`src/rtl/instr_fetch_unit.sv`:
```
// Fetch stage: one imem read per PC, delivers the word to decode; best case 4 cycles/instr.
// Backpressure: holds the request until imem ready, holds instr until decode ready; flush drains.
module instr_fetch_unit #(
    parameter logic [31:0] NOP_INSTR = 32'h0000_0013
) (
    input  logic        clk,
    input  logic        reset,
    input  logic [31:0] pc,
    output logic        pc_enable,
    input  logic        flush,
    output logic        imem_req_valid,
    input  logic        imem_req_ready,
    output logic [31:0] imem_addr,
    input  logic        imem_rsp_valid,
    input  logic [31:0] imem_rsp_data,
    output logic        instr_valid,
    input  logic        instr_ready,
    output logic [31:0] instr,
    output logic [31:0] instr_pc,
    output logic        fetch_fault
);

    typedef enum logic [2:0] {
        IDLE,
        REQ,
        WAIT,
        HOLD,
        ADV,
        DRAIN,
        FAULT
    } state_t;

    state_t      state;
    state_t      state_nxt;
    logic [31:0] addr_q;
    logic [31:0] addr_nxt;
    logic [31:0] instr_nxt;
    logic [31:0] instr_pc_nxt;
    logic        instr_valid_nxt;
    logic        fault_nxt;
    logic        pc_misaligned;

    assign pc_misaligned = (pc[1:0] != 2'b00);

    // A misaligned PC never reaches memory; the FSM parks in FAULT instead.
    assign imem_req_valid = (state == REQ) && !pc_misaligned;
    assign imem_addr      = (state == REQ) ? pc : addr_q;

    always_comb begin
        state_nxt       = state;
        addr_nxt        = addr_q;
        instr_nxt       = instr;
        instr_pc_nxt    = instr_pc;
        instr_valid_nxt = instr_valid;
        fault_nxt       = fetch_fault;
        case (state)
            IDLE: state_nxt = REQ;
            REQ: begin
                if (pc_misaligned) begin
                    fault_nxt = 1'b1;
                    state_nxt = FAULT;
                end else if (imem_req_ready) begin
                    addr_nxt  = pc;
                    state_nxt = flush ? DRAIN : WAIT;
                end else if (flush) begin
                    state_nxt = ADV;
                end
            end
            WAIT: begin
                if (imem_rsp_valid) begin
                    if (flush) begin
                        state_nxt = ADV;
                    end else begin
                        instr_nxt       = imem_rsp_data;
                        instr_pc_nxt    = addr_q;
                        instr_valid_nxt = 1'b1;
                        state_nxt       = HOLD;
                    end
                end else if (flush) begin
                    state_nxt = DRAIN;
                end
            end
            HOLD: begin
                // Flush wins over a simultaneous decode accept.
                if (flush) begin
                    instr_valid_nxt = 1'b0;
                    instr_nxt       = NOP_INSTR;
                    state_nxt       = ADV;
                end else if (instr_ready) begin
                    instr_valid_nxt = 1'b0;
                    state_nxt       = ADV;
                end
            end
            ADV: state_nxt = REQ;
            DRAIN: begin
                if (imem_rsp_valid) begin
                    state_nxt = ADV;
                end
            end
            FAULT: begin
                if (flush) begin
                    fault_nxt = 1'b0;
                    state_nxt = ADV;
                end
            end
            default: state_nxt = IDLE;
        endcase
    end

    always_ff @(posedge clk or negedge reset) begin
        if (!reset) begin
            state       <= IDLE;
            addr_q      <= 32'h0;
            pc_enable   <= 1'b0;
            instr_valid <= 1'b0;
            instr       <= NOP_INSTR;
            instr_pc    <= 32'h0;
            fetch_fault <= 1'b0;
        end else begin
            state       <= state_nxt;
            addr_q      <= addr_nxt;
            pc_enable   <= (state_nxt == ADV);
            instr_valid <= instr_valid_nxt;
            instr       <= instr_nxt;
            instr_pc    <= instr_pc_nxt;
            fetch_fault <= fault_nxt;
        end
    end

endmodule
```
`config.mk`:
```
export PLATFORM = sky130hd
export DESIGN_NAME = instr_fetch_unit
export DESIGN_NICKNAME = d
export VERILOG_FILES = /design/src/rtl/instr_fetch_unit.sv
export SDC_FILE = /design/constraint.sdc
export NUM_CORES = 1
export LEC_CHECK = 0
export ABC_CLOCK_PERIOD_IN_PS = 3950
export BUFFER_PORTS_ARGS = -buffer_cell sky130_fd_sc_hd__buf_2
export CORE_MARGIN = 1.5
export CORE_UTILIZATION = 49
export DETAILED_ROUTE_END_ITERATION = 8
export GPL_ROUTABILITY_DRIVEN = 0
export PLACE_DENSITY = 0.8
export RECOVER_POWER = 25
export SYNTH_ARGS = -nofsm -noshare
export SYNTH_HDL_FRONTEND = slang
export SYNTH_SLANG_ARGS = --single-unit
```
`constraint.sdc`:
```
create_clock -name clk -period 3.95 [get_ports clk]
set_input_delay 0.1975 -clock clk [delete_from_list [all_inputs] [get_ports clk]]
set_output_delay 0.1975 -clock clk [all_outputs]
set_load 0.005 [all_outputs]
```
==> flow_metrics.py <==
metrics = {
    "pwr": {
        "peakVddDrop_uv": 390,
        "p_leak_nw": 2.90,
        "power_density_nw_per_um2": 721,
    },
    "min_path": {
        "hp-class": "in2reg",
        "hp-start": "imem_rsp_data[30]",
        "min_delay_path_depth": 2,
    },
    "setup_path": {
        "cp_num_buf_inv": 2,
        "cp-end-kind": "output port",
        "reg2regPathDepth": 4,
        "required_ns": 3.75,
        "path_depth": 4,
        "r2r_start": "state[0]",
        "cp-start-kind": "flop",
        "crit_fanout": 35,
        "startpoint": "state[0]",
        "cp_slowest_cell": "dfrtp_1",
        "cp_top_family": "flip-flops",
        "cp_cell_sequence": "nor3b_4 -> buf_4 -> mux2_2 -> buf_2",
        "slowest_delay_ns": 0.73,
        "arrival_ns": 2.37,
        "critPathKind": "reg2out",
    },
    "clock_tree": {
        "cts_sinks": 102,
        "htreeDepth": 3,
        "cts-resized-gates": 0,
        "ctsHoldBuffers": 1,
        "post-cts-setup-buffers": 0,
        "cts_tree": "built",
        "clk_latency_ns": 0.35,
        "clkTransAtPathRegs_ns": 0.10,
        "clockBufferDepth": 2,
        "cts-root-buf": "clkbuf_8",
        "cts_buffers": 9,
    },
    "die": {
        "row_count": 34,
        "dieArea_um2": 9640,
        "io_pins": 170,
        "die_y_um": 98.2,
        "core-area_um2": 8760,
        "die_width_um": 98.2,
        "initial_core_util_pct": 50.7,
    },
    "drt": {
        "vias": 3001,
        "first_pass_iters": 4,
        "routed_wl_mm": 9.33,
        "drtIter0Drc": 76,
        "drcViolationCount": 0,
        "vias_per_cell": 5.18,
        "antenna_left": 0,
        "wl_per_cell_um": 16.1,
    },
    "cells_and_area": {
        "n_antenna_cell": 0,
        "final_area_um2": 5500,
        "fin_util_pct": 62.7,
        "syn_to_final_growth_pct": 23.8,
        "drive_above_1_share_pct": 55.8,
        "fin_nets": 536,
    },
    "sta": {
        "finalCritPeriodShare_pct": 64.9,
        "tns_ns": 0,
        "hold_violations": 0,
        "maxSlewViolCount": 65,
        "hold_ws_ns": 0.0774,
        "fin_skew_ns": 0.0127,
        "slew_headroom_pct": -2.74,
        "period_needed_ns": 2.57,
        "max_clock_freq_mhz": 390,
        "setup_viol": 0,
        "worst-slew-pin-transition_ns": 1.54,
        "rsz0062_at_grt": "false",
    },
    "placed_design": {
        "dp_hpwl_mm": 6.72,
        "placedInstanceArea_um2": 5320,
        "io_buffers": 169,
    },
    "yosys": {
        "synthDominantCellAreaShare_pct": 55.8,
        "synth_area_per_cell_um2": 14.7,
        "netlist_area_um2": 4440,
        "synth_top_cell_by_area": "dfrtp_1",
        "synth_seq_cells": 102,
        "ys_warn_count": 0,
        "syn_nets": 372,
        "synthTopCellsByArea": "dfrtp_1, mux2_2, mux2_4, a22o_1, dfstp_2",
        "netlist-cell-type-count": 32,
        "syn_inst": 302,
        "synth_seq_area_share_pct": 57.6,
    },
    "global_routing": {
        "grt_antenna_before_repair": 0,
        "grt_max_degree": 65,
        "globalRouteOverflowTotal": 0,
        "grt_pass1_vias": 3096,
        "grt.total_usage_pct": 19.5,
        "grt_pass1_wl_mm": 15.0,
    },
    "run_status": {
        "status": "finished, violations left",
        "violations": "max-capacitance violations, max-slew violations",
    },
    "flow_run": {
        "max-cap-violations": 1,
    },
}
-- sequential cells by signal, summed over array words and instances (netlist names) --
| signal | cells |
|---|---|
| instr_pc | 32 |
| fetch_fault | 1 |
| instr_valid | 1 |
| instr | 32 |
| state | 3 |
| addr_q | 32 |
| pc_enable | 1 |
-- per-layer routing --
layer,track usage (%),up-vias,part of all wire (%)
met5,0,-,0
met2,31.3,134,46
met1,26.0,1435,45
li1,-,1424,-
met4,6.18,0,0.92
met3,5.37,8,8.3
-- cell usage in the layout, fill, tap and decap left out, types with 4 or more instances in the layout --
cell,instances
a21oi_1,7
a22o_1,29
buf_2,142
buf_4,4
clkbuf_1,27
clkbuf_8,10
dfrtp_1,99
inv_1,4
mux2_2,66
mux2_4,28
nand2_1,5
nor2_1,7
o21ai_0,4
-- cell type report --
type,count,area [µm²]
fillers,697,3270
flip-flops and latches,102,2560
multi-input cells,175,1740
repair buffers,174,853
clock buffers,11,141
well taps,108,135
clock inverters,5,58.8
inverters,4,15.0
-- logic make-up after synthesis --
group | share of synthesized area, %
XOR/XNOR | 0.197
AND/OR/NAND/NOR | 4.88
buffers and inverters | 3.27
flip-flops | 57.6
AO/OA/AOI/OAI | 7.86
multiplexers | 26.2
-- stage by stage --
step                cells  total power [W]  setup WS (ns)
global route          579          0.00424           1.24
global placement      562          0.00331           1.63
floorplan             302          0.00269           2.22
CTS                   579          0.00404           1.37
detailed placement    562          0.00337           1.52
finish                579          0.00396           1.38
-- Yosys cell counts --
library cell,count
dfrtp_1,99
mux2_2,66
a22o_1,29
mux2_4,28
buf_2,11
a21oi_1,7
nor2_1,7
nand2_1,5
buf_4,4
inv_1,4
o21ai_0,4
and2_1,3
buf_6,3
clkbuf_1,3
dfstp_2,3
nand2b_1,3
nor2b_1,3
nor4_1,3
nor3_1,2
nor4b_1,2
o211ai_1,2
a311oi_1,1
and3_1,1
nand2_2,1
nand3_1,1
nor3_4,1
nor3b_4,1
nor4bb_1,1
o2111ai_1,1
o21a_1,1
or2_2,1
xnor2_1,1
-- final timing paths --
path                                 endpoint  slack, ns
min in group asynchronous        instr_pc[27]       0.75
worst min-delay path                instr[30]       0.08
max in group asynchronous            instr[1]       1.92
worst max register to register     addr_q[25]       1.50
worst min register to register       instr[0]       0.47
worst max-delay path            imem_addr[23]       1.38
-- report_power, final --
part | switching, W | internal [W]
Clock | 0.000338 | 0.000311
Combinational | 0.000596 | 0.000932
Sequential | 0.000310 | 0.00148
Power figures use the tool's default switching activity.
